===== src/rtl/flow_pkg.sv =====
// rtl/flow_pkg.sv - opcode/funct constants and FSM state type for the decode-stage flow-control unit
package flow_pkg;

  localparam logic [5:0] OP_RTYPE = 6'h00;
  localparam logic [5:0] OP_J     = 6'h02;
  localparam logic [5:0] OP_JAL   = 6'h03;
  localparam logic [5:0] OP_BEQ   = 6'h04;
  localparam logic [5:0] OP_BNE   = 6'h05;
  localparam logic [5:0] FN_JR    = 6'h08;
  localparam logic [5:0] FN_JALR  = 6'h09;

  typedef enum logic {
    IDLE    = 1'b0,
    BR_WAIT = 1'b1
  } state_t;

endpackage


===== src/rtl/flow_decode.sv =====
// rtl/flow_decode.sv - combinational control-flow decode and target computation
//
// Ports:
//   cmd     in   fetched instruction
//   pc      in   PC of cmd
//   is_jmp  out  j or jal
//   is_jr   out  jr or jalr
//   is_br   out  beq or bne
//   is_link out  jal or jalr
//   target  out  jump/branch target, 0 for jr/jalr and non-flow instructions
module flow_decode
  import flow_pkg::*;
#(
  parameter int WIDTH = 32
) (
  input  logic [WIDTH-1:0] cmd,
  input  logic [WIDTH-1:0] pc,
  output logic             is_jmp,
  output logic             is_jr,
  output logic             is_br,
  output logic             is_link,
  output logic [WIDTH-1:0] target
);

  logic [5:0]       op;
  logic [5:0]       fn;
  logic [WIDTH-1:0] pc4;
  logic [WIDTH-1:0] jmp_tgt;
  logic [WIDTH-1:0] br_off;
  logic [WIDTH-1:0] br_tgt;

  assign op      = cmd[31:26];
  assign fn      = cmd[5:0];
  assign pc4     = pc + WIDTH'(4);
  assign jmp_tgt = {pc4[WIDTH-1:28], cmd[25:0], 2'b00};
  assign br_off  = {{(WIDTH-18){cmd[15]}}, cmd[15:0], 2'b00};
  assign br_tgt  = pc4 + br_off;  // wraps modulo 2**WIDTH

  always_comb begin
    is_jmp  = 1'b0;
    is_jr   = 1'b0;
    is_br   = 1'b0;
    is_link = 1'b0;
    target  = '0;
    case (op)
      OP_J: begin
        is_jmp = 1'b1;
        target = jmp_tgt;
      end
      OP_JAL: begin
        is_jmp  = 1'b1;
        is_link = 1'b1;
        target  = jmp_tgt;
      end
      OP_BEQ, OP_BNE: begin
        is_br  = 1'b1;
        target = br_tgt;
      end
      OP_RTYPE: begin
        // register-indirect targets are resolved downstream, so target stays 0
        if (fn == FN_JR) begin
          is_jr = 1'b1;
        end else if (fn == FN_JALR) begin
          is_jr   = 1'b1;
          is_link = 1'b1;
        end
      end
      default: ;
    endcase
  end

endmodule


===== src/rtl/flow_ctl_unit.sv =====
// rtl/flow_ctl_unit.sv - registered decode-stage flow control: redirects, branch tracking, wrong-path squash
//
// Ports:
//   clk, reset            clock, synchronous active-high reset
//   in_valid/in_ready     fetch beat handshake; cmdIn/pcIn carry the beat
//   stall                 downstream hold for the stage register and squash counter
//   brResolve/brTaken     execute-stage resolution of the pending branch
//   out_valid, cmdOut     registered beat and instruction
//   isJmp/isJr/isBr/isLink/target  registered decode results
//   redirect/redirectPc   one-cycle fetch redirect pulse and destination
//   brPending             a branch is awaiting resolution
module flow_ctl_unit
  import flow_pkg::*;
#(
  parameter int WIDTH        = 32,
  parameter int SQUASH_SLOTS = 1,
  parameter int CNT_W        = 3
) (
  input  logic             clk,
  input  logic             reset,
  input  logic             in_valid,
  output logic             in_ready,
  input  logic [WIDTH-1:0] cmdIn,
  input  logic [WIDTH-1:0] pcIn,
  input  logic             stall,
  input  logic             brResolve,
  input  logic             brTaken,
  output logic             out_valid,
  output logic [WIDTH-1:0] cmdOut,
  output logic             isJmp,
  output logic             isJr,
  output logic             isBr,
  output logic             isLink,
  output logic [WIDTH-1:0] target,
  output logic             redirect,
  output logic [WIDTH-1:0] redirectPc,
  output logic             brPending
);

  localparam logic [CNT_W-1:0] RELOAD = CNT_W'(SQUASH_SLOTS);

  state_t           state;
  state_t           state_nxt;
  logic [CNT_W-1:0] cnt;
  logic [CNT_W-1:0] cnt_nxt;
  logic [WIDTH-1:0] br_tgt;
  logic             latch_br;
  logic             accept;
  logic             drop;
  logic             keep;
  logic             redirect_nxt;
  logic [WIDTH-1:0] redirect_pc_nxt;

  logic             d_jmp;
  logic             d_jr;
  logic             d_br;
  logic             d_link;
  logic [WIDTH-1:0] d_tgt;

  flow_decode #(.WIDTH(WIDTH)) u_decode (
    .cmd     (cmdIn),
    .pc      (pcIn),
    .is_jmp  (d_jmp),
    .is_jr   (d_jr),
    .is_br   (d_br),
    .is_link (d_link),
    .target  (d_tgt)
  );

  assign brPending = (state == BR_WAIT);

  always_ff @(posedge clk) begin
    if (reset) begin
      state <= IDLE;
    end else begin
      state <= state_nxt;
    end
  end

  always_comb begin
    state_nxt       = state;
    cnt_nxt         = cnt;
    redirect_nxt    = 1'b0;
    redirect_pc_nxt = redirectPc;
    latch_br        = 1'b0;
    // only one branch may be outstanding, and a jump behind it would be on
    // a possibly wrong path, so both are held off until resolution
    in_ready        = !stall && !((state == BR_WAIT) && (d_jmp || d_br));
    accept          = in_valid && in_ready;
    drop            = accept && (cnt != '0);
    keep            = accept && !drop;
    if (drop) begin
      cnt_nxt = cnt - 1'b1;
    end
    case (state)
      IDLE: begin
        if (keep && d_jmp) begin
          redirect_nxt    = 1'b1;
          redirect_pc_nxt = d_tgt;
          cnt_nxt         = RELOAD;
        end else if (keep && d_br) begin
          state_nxt = BR_WAIT;
          latch_br  = 1'b1;
        end
      end
      BR_WAIT: begin
        // resolution is honoured even under stall; a taken outcome overrides
        // any squash still in progress
        if (brResolve) begin
          state_nxt = IDLE;
          if (brTaken) begin
            redirect_nxt    = 1'b1;
            redirect_pc_nxt = br_tgt;
            cnt_nxt         = RELOAD;
          end
        end
      end
      default: state_nxt = IDLE;
    endcase
  end

  always_ff @(posedge clk) begin
    if (reset) begin
      out_valid  <= 1'b0;
      cmdOut     <= '0;
      isJmp      <= 1'b0;
      isJr       <= 1'b0;
      isBr       <= 1'b0;
      isLink     <= 1'b0;
      target     <= '0;
      redirect   <= 1'b0;
      redirectPc <= '0;
      cnt        <= '0;
      br_tgt     <= '0;
    end else begin
      redirect   <= redirect_nxt;
      redirectPc <= redirect_pc_nxt;
      cnt        <= cnt_nxt;
      if (latch_br) begin
        br_tgt <= d_tgt;
      end
      if (!stall) begin
        out_valid <= keep;
        if (keep) begin
          cmdOut <= cmdIn;
          isJmp  <= d_jmp;
          isJr   <= d_jr;
          isBr   <= d_br;
          isLink <= d_link;
          target <= d_tgt;
        end
      end
    end
  end

endmodule


===== config.mk =====
export PLATFORM = sky130hd
export DESIGN_NAME = flow_ctl_unit
export DESIGN_NICKNAME = d
export VERILOG_FILES = /design/src/rtl/flow_pkg.sv /design/src/rtl/flow_decode.sv /design/src/rtl/flow_ctl_unit.sv
export SDC_FILE = /design/constraint.sdc
export NUM_CORES = 1
export LEC_CHECK = 0
export BUFFER_PORTS_ARGS = -buffer_cell sky130_fd_sc_hd__buf_4
export CAP_MARGIN = 20
export CORE_MARGIN = 5
export CORE_UTILIZATION = 55
export CTS_CLUSTER_SIZE = 16
export DETAILED_ROUTE_END_ITERATION = 16
export HOLD_SLACK_MARGIN = 0.12
export PLACE_DENSITY = 0.81
export RECOVER_POWER = 100
export SYNTH_ARGS = -nofsm -noshare
export SYNTH_HDL_FRONTEND = slang
export SYNTH_SLANG_ARGS = --single-unit

===== constraint.sdc =====
create_clock -name clk -period 4 [get_ports clk]
set_clock_uncertainty 0.05 [all_clocks]
set_input_delay 0.2 -clock clk [delete_from_list [all_inputs] [get_ports clk]]
set_output_delay 0.2 -clock clk [all_outputs]
set_load 0.03 [all_outputs]

==> results.json <==
{
  "synthToLayoutAreaGrowth_pct": 22.9,
  "cp_top_family": "simple AND/OR/NAND/NOR gates",
  "core_um2": 13800,
  "rows": 43,
  "vias": 7908,
  "synth_edf_count": 0,
  "synth_area_um2": 7660,
  "multiInputGateArea_um2": 4460,
  "ys_top_cells_by_area": "dfxtp_1 36%, nand2_1 7.5%, a21oi_1 6.5%, ha_1 5.6%, nor2_1 4.8%",
  "ys_seq_elements": 138,
  "yosysSeqAreaShare": 0.360,
  "synth_async_sr_flop_share": 0,
  "cts_resized": 0,
  "fin_crit_sh": 0.917,
  "crit_cells": 10,
  "die_w_um": 128,
  "seq_area_um2": 2760,
  "fillers": 1248,
  "clock_sinks": 138,
  "post-synth-top-count-cell": "nand2_1",
  "rsz0062_at_grt": "false",
  "clock_latency_ns": 0.42,
  "dp_hpwl_um": 16600,
  "die-area_um2": 16400,
  "drive_gt1_frac": 0.104,
  "final_area_um2": 9420,
  "swShare": 0.279,
  "gp_congestion": 0.937,
  "power_density_nw_per_um2": 386,
  "syn_nets": 1069,
  "syn_avg_cell_area_um2": 7.95,
  "yosys-top-cells-count": "154 x nand2_1, 138 x dfxtp_1, 100 x a21oi_1",
  "slowest_stage": "nor4_1",
  "crit-reg2reg-launch": "cnt[0]",
  "via_per_inst": 5.95,
  "vdd_drop_max_mv": 0.278,
  "grt_max_degree": 90,
  "nNetsFinal": 1242,
  "h-tree-depth": 4,
  "hp-class": "input port to flop",
  "status": "completed",
  "startpoint": "cmdIn[31]",
  "tightest_slew_ns": 1.26,
  "critPathMaxFanout": 25,
  "synthFlopType": "dfxtp_1",
  "max_freq_mhz": 273,
  "placed_cell_area_um2": 8950,
  "antenna_found_initial": 1,
  "port_buffers": 173,
  "critical_path.endpoint_type": "flop",
  "clk_pin_slew_ns": 0.06,
  "power_switching_mw": 1.02,
  "setup_viol": 0,
  "power_frac_comb": 0.184,
  "drt-total-wl_um": 24000,
  "drtIter0Drc": 786,
  "cp_common_cell": "nor4_1",
  "total_power_mw": 3.63,
  "leakage_nw": 3.57,
  "cts_tree": "done",
  "grt_usage": 0.286,
  "path_buf_inv": 3,
  "r2r_setup_slack_ns": 0.78,
  "yosysWarnings": 0,
  "p_seq_frac": 0.395,
  "wl_per_cell_um": 18.0,
  "grt_pass1_wl_um": 37600,
  "cts_max_path_buffers": 2,
  "worst_slew_margin_rel": 0.156,
  "reg2reg_to": "target[7]",
  "gr-total-overflow": 0,
  "p_clk_frac": 0.421,
  "first_global_vias": 7205,
  "startpoint_type": "input port",
  "layout_min_cycle_time_ns": 3.67,
  "drv_slew": 0,
  "path_class": "input port to flop",
  "yosysTopAreaCellShare": 0.360,
  "cap_violations": 0,
  "critPathCapture": "redirectPc[27]",
  "yosysUniqueCellTypes": 75,
  "finalSetupTns_ns": 0,
  "synth_cells": 964,
  "holdWs_ns": 0.204,
  "crit_required_ns": 4.28,
  "p_int_mw": 2.62,
  "synth_top_cell_by_area": "dfxtp_1",
  "initial_core_util": 0.557,
  "drc": 0,
  "crit_chain": "dlygate4sd3_1, clkbuf_1, nor4_1, nand2_1, nor4_1, a31oi_2, clkbuf_2, nor3_1, a31oi_1, o21ai_0",
  "cts_buffers": 17,
  "max_stage_delay_ns": 0.74,
  "top_level_ports": 174,
  "arrival_ns": 3.95,
  "ant_nets": 0,
  "fp.dieH_um": 128,
  "first_pass_iters": 6,
  "r2r_cells": 8,
  "cts_root_buf": "clkbuf_16",
  "postCtsSetupBuffers": 0,
  "final_hold_viol_count": 0
}
final cells by class:
cell class | count | area share
inverter | 16 | 0.00638
clock buffer | 22 | 0.0503
tap | 180 | 0.0239
sequential | 138 | 0.293
timing repair buffer | 221 | 0.142
multi-input combinational | 743 | 0.474
clock inverter | 8 | 0.0101
antenna | 1 | 0.000266
layer usage:
| metal | wire length [µm] | track usage |
|---|---|---|
| met1 | 10400 | 0.402 |
| met2 | 10900 | 0.437 |
| met3 | 2190 | 0.0613 |
| met4 | 563 | 0.0955 |
| met5 | 0 | 0 |
placed cells by master (no fill, tap or decap), types with 3 or more instances in the layout:
cell type	synthesis	layout
nand2_1	154	154
xnor2_1	38	38
a211o_1	7	7
clkbuf_16	0	17
xor2_1	13	13
buf_4	1	74
and3_1	9	9
o21bai_1	6	6
a221oi_1	3	3
inv_1	16	16
o2111ai_1	3	3
a211oi_1	47	48
o21ai_0	43	43
a21oi_1	100	100
a31oi_1	11	11
o21a_1	3	3
o211ai_1	4	4
dfxtp_1	138	138
a21o_1	19	19
clkinv_2	0	4
nand4_1	12	12
nand3_1	24	24
o31ai_1	3	3
clkbuf_2	1	4
nor4_1	5	5
o41ai_1	5	5
clkbuf_8	6	3
clkbuf_1	38	109
nor2_1	99	99
and4_1	5	5
nand2b_1	9	9
dlygate4sd3_1	0	36
nor3_1	20	20
ha_1	34	34
a22oi_1	16	16
flip-flops by register name, summed over array words and instances (netlist names):
register and count:
out_valid 1, redirectPc 32, isBr 1, target 32
cmdOut 32, brPending 1, cnt 3, br_tgt 32
isJmp 1, isJr 1, isLink 1, redirect 1
worst min path at each step:
stage / to / from / cells past startpoint / slack, ns
6_report: cnt[1] / in_valid / 3 / 0.20
5_1_grt: cnt[1] / in_valid / 3 / 0.22
4_1_cts: cnt[1] / in_valid / 3 / 0.20
3_5_place_dp: redirectPc[6] / redirectPc[6] / 2 / 0.39
3_3_place_gp: redirectPc[20] / redirectPc[20] / 2 / 0.39
2_1_floorplan: br_tgt[0] / pcIn[0] / 2 / 0.29
cell families after synthesis:
logic type                 after synthesis  share of synthesized area
and+or+nand+nor                        357                      0.207
AOI/OAI and AO/OA                      299                      0.259
DFF                                    138                      0.360
buffers and inverters                   83                     0.0558
xor gates and xnor gates                51                     0.0583
adders and majority gates               35                     0.0581
muxes                                    1                    0.00131
stage by stage:
step	worst slack (ns)	util	instances
after floorplan	0.604	-	964
after global placement	0.306	0.650	1262
after detailed placement	0.198	0.650	1262
after CTS	0.603	0.717	1328
after global routing	0.132	0.684	1329
final	0.333	0.684	1329
repair_timing:
| action | in CTS | in global routing |
|---|---|---|
| endpoints found under the hold margin | 43 | 0 |
| hold buffers | 36 | 0 |
| setup endpoints to repair | 0 | 0 |
power by group through the flow:
stage	logic (mW)	registers, mW	clock network [mW]
after floorplan	0.361	1.53	0
after global placement	0.647	1.46	0
after detailed placement	0.655	1.47	0
after CTS	0.689	1.44	1.54
after global routing	0.718	1.44	1.61
final	0.667	1.44	1.53
worst register-to-register path: stages, from the launching register on:
cell      delay (ns)
dfxtp_1         0.32
inv_1           0.08
ha_1            0.17
nand3b_1        0.15
a211oi_1        0.40
clkbuf_1        0.69
clkbuf_2        0.86
nor2_1          0.11
a211oi_1        0.29
Power figures use the tool's default switching activity.
